## src/rtl/ncl_seq_pkg.sv

```systemverilog
// rtl/ncl_seq_pkg.sv - dual-rail codes, sequencer states and bit encoder
package ncl_seq_pkg;

    localparam logic [1:0] DR_NULL    = 2'b00;
    localparam logic [1:0] DR_FALSE   = 2'b01;
    localparam logic [1:0] DR_TRUE    = 2'b10;
    localparam logic [1:0] DR_ILLEGAL = 2'b11;

    typedef enum logic [2:0] {
        ST_IDLE = 3'd0,
        ST_DATA = 3'd1,
        ST_NULL = 3'd2,
        ST_DONE = 3'd3,
        ST_ERR  = 3'd4
    } state_t;

    // Map a single-rail bit onto its dual-rail DATA code ([1]=TRUE rail).
    function automatic logic [1:0] dr_encode(input logic bit_val);
        return bit_val ? DR_TRUE : DR_FALSE;
    endfunction

endpackage

```

## src/rtl/ncl_dr_sync_detect.sv

```systemverilog
// rtl/ncl_dr_sync_detect.sv - synchronizes dual-rail pairs and flags stable DATA/NULL/illegal codes
module ncl_dr_sync_detect #(
    parameter int NPAIRS = 2
) (
    input  logic                  clk,
    input  logic                  rst,
    input  logic [2*NPAIRS-1:0]   rails_in,
    output logic [NPAIRS-1:0]     true_rails,
    output logic                  data_complete,
    output logic                  null_complete,
    output logic                  illegal
);
    import ncl_seq_pkg::*;

    logic [2*NPAIRS-1:0] sync1;
    logic [2*NPAIRS-1:0] sync2;
    logic [2*NPAIRS-1:0] hist;
    logic                stable;
    logic                all_onehot;
    logic                any_illegal;
    logic [1:0]          pair;

    // Two-flop synchronizer followed by a one-deep history sample.
    always_ff @(posedge clk or posedge rst) begin
        if (rst) begin
            sync1 <= '0;
            sync2 <= '0;
            hist  <= '0;
        end else begin
            sync1 <= rails_in;
            sync2 <= sync1;
            hist  <= sync2;
        end
    end

    // A code only counts once it has been seen identically on two samples.
    assign stable = (sync2 == hist);

    // Classify every synchronized pair and pick out its TRUE rail.
    always_comb begin
        all_onehot  = 1'b1;
        any_illegal = 1'b0;
        pair        = DR_NULL;
        true_rails  = '0;
        for (int i = 0; i < NPAIRS; i++) begin
            pair          = sync2[2*i +: 2];
            true_rails[i] = pair[1];
            if (pair != DR_TRUE && pair != DR_FALSE) begin
                all_onehot = 1'b0;
            end
            if (pair == DR_ILLEGAL) begin
                any_illegal = 1'b1;
            end
        end
    end

    assign data_complete = stable && all_onehot;
    assign null_complete = stable && (sync2 == '0);
    assign illegal       = stable && any_illegal;

endmodule

```

## src/rtl/ncl_serial_add_seq.sv

```systemverilog
// rtl/ncl_serial_add_seq.sv - bit-serial adder sequencing one dual-rail NCL full adder
module ncl_serial_add_seq #(
    parameter int WIDTH   = 8,
    parameter int TIMEOUT = 64
) (
    input  logic             clk,
    input  logic             reset,
    input  logic             start,
    input  logic             clear,
    input  logic [WIDTH-1:0] a_in,
    input  logic [WIDTH-1:0] b_in,
    input  logic             cin_in,
    output logic             busy,
    output logic             done,
    output logic [WIDTH-1:0] sum_out,
    output logic             cout_out,
    output logic             error,
    output logic [1:0]       fa_a,
    output logic [1:0]       fa_b,
    output logic [1:0]       fa_cin,
    input  logic [1:0]       fa_sum,
    input  logic [1:0]       fa_cout
);
    import ncl_seq_pkg::*;

    localparam int IDXW = (WIDTH > 1) ? $clog2(WIDTH) : 1;
    localparam int CNTW = $clog2(TIMEOUT);
    localparam logic [IDXW-1:0] LAST_IDX  = IDXW'(WIDTH - 1);
    localparam logic [CNTW-1:0] CNT_LIMIT = CNTW'(TIMEOUT - 1);

    state_t           state;
    state_t           next_state;
    logic [WIDTH-1:0] a_q;
    logic [WIDTH-1:0] b_q;
    logic [IDXW-1:0]  idx;
    logic [IDXW-1:0]  idx_next;
    logic             carry;
    logic [CNTW-1:0]  cnt;
    logic [1:0]       true_rails;
    logic             data_complete;
    logic             null_complete;
    logic             illegal;
    logic             timed_out;
    logic             last_bit;

    // Pair 1 carries the sum, pair 0 the carry-out.
    ncl_dr_sync_detect #(
        .NPAIRS(2)
    ) u_detect (
        .clk           (clk),
        .rst           (reset),
        .rails_in      ({fa_sum, fa_cout}),
        .true_rails    (true_rails),
        .data_complete (data_complete),
        .null_complete (null_complete),
        .illegal       (illegal)
    );

    assign idx_next  = idx + 1'b1;
    assign last_bit  = (idx == LAST_IDX);
    assign timed_out = (cnt == CNT_LIMIT);

    // State register.
    always_ff @(posedge clk or posedge reset) begin
        if (reset) begin
            state <= ST_IDLE;
        end else begin
            state <= next_state;
        end
    end

    // Next-state: an illegal code outranks completion, completion outranks timeout.
    always_comb begin
        next_state = state;
        case (state)
            ST_IDLE: begin
                if (illegal)    next_state = ST_ERR;
                else if (start) next_state = ST_DATA;
            end
            ST_DATA: begin
                if (illegal)            next_state = ST_ERR;
                else if (data_complete) next_state = ST_NULL;
                else if (timed_out)     next_state = ST_ERR;
            end
            ST_NULL: begin
                if (illegal)            next_state = ST_ERR;
                else if (null_complete) next_state = last_bit ? ST_DONE : ST_DATA;
                else if (timed_out)     next_state = ST_ERR;
            end
            ST_DONE: begin
                if (illegal) next_state = ST_ERR;
                else         next_state = ST_IDLE;
            end
            ST_ERR: begin
                if (clear) next_state = ST_IDLE;
            end
            default: next_state = ST_IDLE;
        endcase
    end

    // Status outputs decoded from the current state.
    always_comb begin
        busy  = (state == ST_DATA) || (state == ST_NULL) || (state == ST_DONE);
        done  = (state == ST_DONE);
        error = (state == ST_ERR);
    end

    // Datapath: operand latch, rail drive, bit capture, carry chain and phase timer.
    always_ff @(posedge clk or posedge reset) begin
        if (reset) begin
            a_q      <= '0;
            b_q      <= '0;
            idx      <= '0;
            carry    <= 1'b0;
            cnt      <= '0;
            sum_out  <= '0;
            cout_out <= 1'b0;
            fa_a     <= DR_NULL;
            fa_b     <= DR_NULL;
            fa_cin   <= DR_NULL;
        end else begin
            if (next_state != state) begin
                cnt <= '0;
            end else if (state == ST_DATA || state == ST_NULL) begin
                cnt <= cnt + 1'b1;
            end else begin
                cnt <= '0;
            end

            case (state)
                ST_IDLE: begin
                    if (next_state == ST_DATA) begin
                        a_q    <= a_in;
                        b_q    <= b_in;
                        idx    <= '0;
                        carry  <= cin_in;
                        fa_a   <= dr_encode(a_in[0]);
                        fa_b   <= dr_encode(b_in[0]);
                        fa_cin <= dr_encode(cin_in);
                    end
                end
                ST_DATA: begin
                    if (next_state == ST_NULL) begin
                        sum_out[idx] <= true_rails[1];
                        carry        <= true_rails[0];
                        fa_a         <= DR_NULL;
                        fa_b         <= DR_NULL;
                        fa_cin       <= DR_NULL;
                    end
                end
                ST_NULL: begin
                    if (next_state == ST_DONE) begin
                        cout_out <= carry;
                    end else if (next_state == ST_DATA) begin
                        idx    <= idx_next;
                        fa_a   <= dr_encode(a_q[idx_next]);
                        fa_b   <= dr_encode(b_q[idx_next]);
                        fa_cin <= dr_encode(carry);
                    end
                end
                default: ;
            endcase

            if (next_state == ST_ERR) begin
                fa_a   <= DR_NULL;
                fa_b   <= DR_NULL;
                fa_cin <= DR_NULL;
            end
        end
    end

endmodule

```

## config.mk

```make
export PLATFORM = sky130hd
export DESIGN_NAME = ncl_serial_add_seq
export DESIGN_NICKNAME = d
export VERILOG_FILES = /design/src/rtl/ncl_seq_pkg.sv /design/src/rtl/ncl_dr_sync_detect.sv /design/src/rtl/ncl_serial_add_seq.sv
export SDC_FILE = /design/constraint.sdc
export NUM_CORES = 1
export LEC_CHECK = 0
export CORE_MARGIN = 5
export CORE_UTILIZATION = 48
export DETAILED_ROUTE_END_ITERATION = 8
export PLACE_DENSITY = 0.74
export SKIP_LAST_GASP = 1
export SYNTH_ARGS = -nofsm -noshare
export SYNTH_HDL_FRONTEND = slang
export SYNTH_SLANG_ARGS = --single-unit
```

## constraint.sdc

```tcl
create_clock -name clk -period 2.3 [get_ports clk]
set_input_delay 0.23 -clock clk [delete_from_list [all_inputs] [get_ports clk]]
set_output_delay 0.23 -clock clk [all_outputs]
set_load 0.005 [all_outputs]
```

==> summary.txt <==
Status
  • Run status: complete, no violations

Synth
  • Number of warnings printed during yosys synthesis: 0
  • Post-synthesis adder-cell area fraction: 3.21%
  • Multiplexer area fraction after synthesis: 15.6%
  • Synth async-reset ratio: 100%
  • Main combinational cell family by area after synthesis: multiplexers
  • Synth unique cells: 50
  • Syn avg cell area: 12.3 µm²
  • Part of the Yosys area used for sequential elements: 51.4%
  • Flip-flop and latch count after synthesis: 56
  • Commonest register cell after synthesis: sky130_fd_sc_hd__dfrtp_1
  • Xor and xnor fraction of the mapped netlist area: 3.49%
  • Cell type with the highest aggregate area in the netlist: sky130_fd_sc_hd__dfrtp_1
  • Post-Synthesis Cells: 221
  • Area of the mapped netlist: 2730 µm²
  • Number of flops mapped to enable cells by yosys: 0
  • Simple-gate share of the synthesized area: 11.6%
  • Total nets after synthesis: 253
  • Area share of the leading cell type in the synthesized netlist: 51.4%
  • Cells taking the most area after synthesis: sky130_fd_sc_hd__dfrtp_1 (51%), sky130_fd_sc_hd__mux2_1 (4.1%), sky130_fd_sc_hd__mux2_4 (3.9%)
  • Complex-gate fraction of the synthesized area: 10.6%

CTS
  • Number of buffers between clock root and the deepest sink: 2
  • Sink count of the clock tree: 56
  • H-tree levels: 2
  • Number of clock buffers inserted by TritonCTS: 5
  • Cts-stage hold buffer count: 0
  • Clock tree from TritonCTS: built
  • Clock transition at the registers of the reported paths: 0.10 ns
  • Root Buffer: sky130_fd_sc_hd__clkbuf_8
  • Worst-skew pair later-pin latency: 0.31 ns

Layout
  • Most frequent cells in the layout: sky130_fd_sc_hd__dfrtp_1 (54), sky130_fd_sc_hd__clkdlybuf4s50_1 (42), sky130_fd_sc_hd__buf_4 (14), sky130_fd_sc_hd__mux2_4 (11)
  • Fraction of final layout cells with drive strength greater than 1: 27.1%
  • Post-Route Utilization: 65.4%
  • Number of cells in the finished layout apart from fillers: 352
  • Antenna Cells: 0
  • # fillers: 429
  • Synth-to-layout area growth: 32.1%
  • Layout net count: 311
  • Finished Cell Area: 3600 µm²
  • Most common library cell in the layout ignoring fill and taps: sky130_fd_sc_hd__dfrtp_1

Timing
  • Clock period minus worst slack: 2.30 ns
  • Relative slew margins: 67.9%
  • Unrepaired setup endpoints after global routing: yes
  • Worst-Margin Slew: 0.479 ns
  • Setup-violating endpoint count in the final report: 0
  • Accumulated negative setup slack: 0 ns
  • Fin Hold WS: 0.237 ns
  • Final worst path period share: 99.8%
  • Achievable Freq: 436 MHz
  • Clock Skew: 0.00676 ns
  • Number of pins exceeding their max-slew limit in the final report: 0
  • Final hold violation count: 0

Detailed routing
  • DR WL/cell: 16.9 µm
  • Final ANT Viol Nets: 0
  • Sum of routed wire length over all layers: 5.94 mm
  • Count of vias placed by the detailed router: 1997
  • DRC viols: 0
  • DR pass1 iterations: 4
  • Average vias per placed instance: 5.67
  • DRC marker count from the first detailed-route iteration: 98

Critical path
  • Arr. time, crit path: 2.50 ns
  • Critical path, cell by cell: xnor2_1 -> nand4_1 -> nor2_2 -> a2111o_1 -> clkbuf_16 -> mux2_1
  • Largest delay contributor family on the critical path: simple AND/OR/NAND/NOR gates
  • Required time at the worst-slack endpoint: 2.50 ns
  • Stage delay of the slowest cell on the critical path: 0.44 ns
  • Start-to-end type of the worst setup path: reg2reg
  • Buffers & Inverters on Critical Path: 1
  • Biggest fanout along the worst timing path: 6
  • Sort of element at the start of the critical path: flip-flop
  • Worst setup EP type: flip-flop
  • Cell with the biggest individual delay on the critical path: sky130_fd_sc_hd__dfrtp_1

Floorplanning
  • Core footprint: 5510 µm²
  • Width of the chip: 85.4 µm
  • Number of top-level pins: 43
  • Std cell rows: 27
  • Effective utilization at floorplan: 49.5%
  • Overall die height: 85.4 µm
  • DIE AREA: 7290 µm²

Placement
  • Half-perimeter wire length after detailed placement: 4.08 mm
  • # port buffers: 42
  • Gp weighted congestion: 0.861
  • Number of instances in the placed design: 336
  • Placed inst area: 3280 µm²

GRT
  • Number of antenna violations at the first check in global routing: 0
  • Maximum number of pins on one net before global-route repair: 36
  • Global-route wire length before repair: 9.61 mm
  • GRT Residual Overflow: 0
  • GRT Overall Usage: 16.5%
  • Via count of the first global-routing pass: 1977

Job
  • Max-cap check violation count: 0

Hold path
  • Worst hold path class: in2async

Pwr
  • Static power due to leakage: 1.57 nW
  • Worst vdd ir: 461 µV
  • Power density cells: 1040 nW/µm²
-- worst paths after layout --
kind,start,end,slack (ns),cells after the start
min in group clk,fa_sum[0],u_detect.sync1[2],0.34,1
max reg2reg,u_detect.sync2[2],b_q[5],0.004,6
max,u_detect.sync2[2],b_q[5],0.004,6
min,reset,u_detect.sync1[1],0.24,2
min reg2reg,u_detect.sync1[1],u_detect.sync2[1],0.36,0
max in group asynchronous,reset,a_q[4],1.51,3
-- metal layers --
layer  wire length (µm)  global-route usage [%]
met1               2660                    23.3
met5                  0                       0
met2               2900                    25.0
met3                274                    3.59
met4                107                    6.04
-- area by class of cell --
class	count	area (µm²)	area share [%]
multi-input combinational	145	1330	37.0
clock inverter	2	13.8	0.382
clock buffer	6	82.6	2.29
tap	72	90.1	2.50
sequential	56	1400	39.0
timing repair buffer	63	649	18.0
inverter	8	30.0	0.834
-- sequential cells by signal, summed over array words and instances, names as in the netlist --
register	cells
a_q	8
b_q	8
carry	1
cnt	6
cout_out	1
fa_a	2
fa_b	2
fa_cin	2
idx	3
state	3
sum_out	8
u_detect.hist	4
u_detect.sync1	4
u_detect.sync2	4
-- stage by stage --
step                total power, mW  setup slack [ns]
global placement               2.83             0.116
detailed placement             2.88            0.0373
finish                         3.75           0.00428
CTS                            3.46           0.00723
floorplan                      2.43           0.00217
global route                   3.98            -0.109
-- synth_stat cells, types with 3 or more instances --
master	count
sky130_fd_sc_hd__nor2_1	7
sky130_fd_sc_hd__o21ai_0	7
sky130_fd_sc_hd__inv_1	7
sky130_fd_sc_hd__mux2_1	10
sky130_fd_sc_hd__ha_1	7
sky130_fd_sc_hd__nand2_1	8
sky130_fd_sc_hd__or3_1	3
sky130_fd_sc_hd__mux2_2	7
sky130_fd_sc_hd__nand3_1	6
sky130_fd_sc_hd__and3_1	3
sky130_fd_sc_hd__a21oi_1	7
sky130_fd_sc_hd__buf_6	4
sky130_fd_sc_hd__o211ai_1	5
sky130_fd_sc_hd__nor3_1	7
sky130_fd_sc_hd__mux4_2	4
sky130_fd_sc_hd__nor3b_1	3
sky130_fd_sc_hd__buf_2	4
sky130_fd_sc_hd__mux2i_1	4
sky130_fd_sc_hd__xnor2_1	8
sky130_fd_sc_hd__dfrtp_1	56
sky130_fd_sc_hd__o31ai_1	5
sky130_fd_sc_hd__o21ai_1	4
sky130_fd_sc_hd__mux2_4	7
sky130_fd_sc_hd__clkbuf_1	4
-- cells by family (layout without fill, tap and decap cells) --
| kind of cell | count (synthesis) | after routing |
|---|---|---|
| AOI/OAI and AO/OA | 43 | 43 |
| adders and majority gates | 7 | 7 |
| DFF | 56 | 56 |
| xor gates and xnor gates | 10 | 10 |
| buffers and inverters | 20 | 79 |
| muxes | 32 | 32 |
| and+or+nand+nor | 53 | 53 |
-- power by group --
part / switching [mW] / internal, mW / leakage [nW]
logic: 0.756 / 1.01 / 0.817
clock network: 0.326 / 0.247 / 0.0516
registers: 0.173 / 1.24 / 0.702
total: 1.26 / 2.49 / 1.57
-- what timing repair did --
action	4_1_cts	5_1_grt
setup buffers	0	5
gates resized for setup	0	29
endpoints found under the setup margin	0	33
No activity file was read; power rests on OpenSTA's default activity.
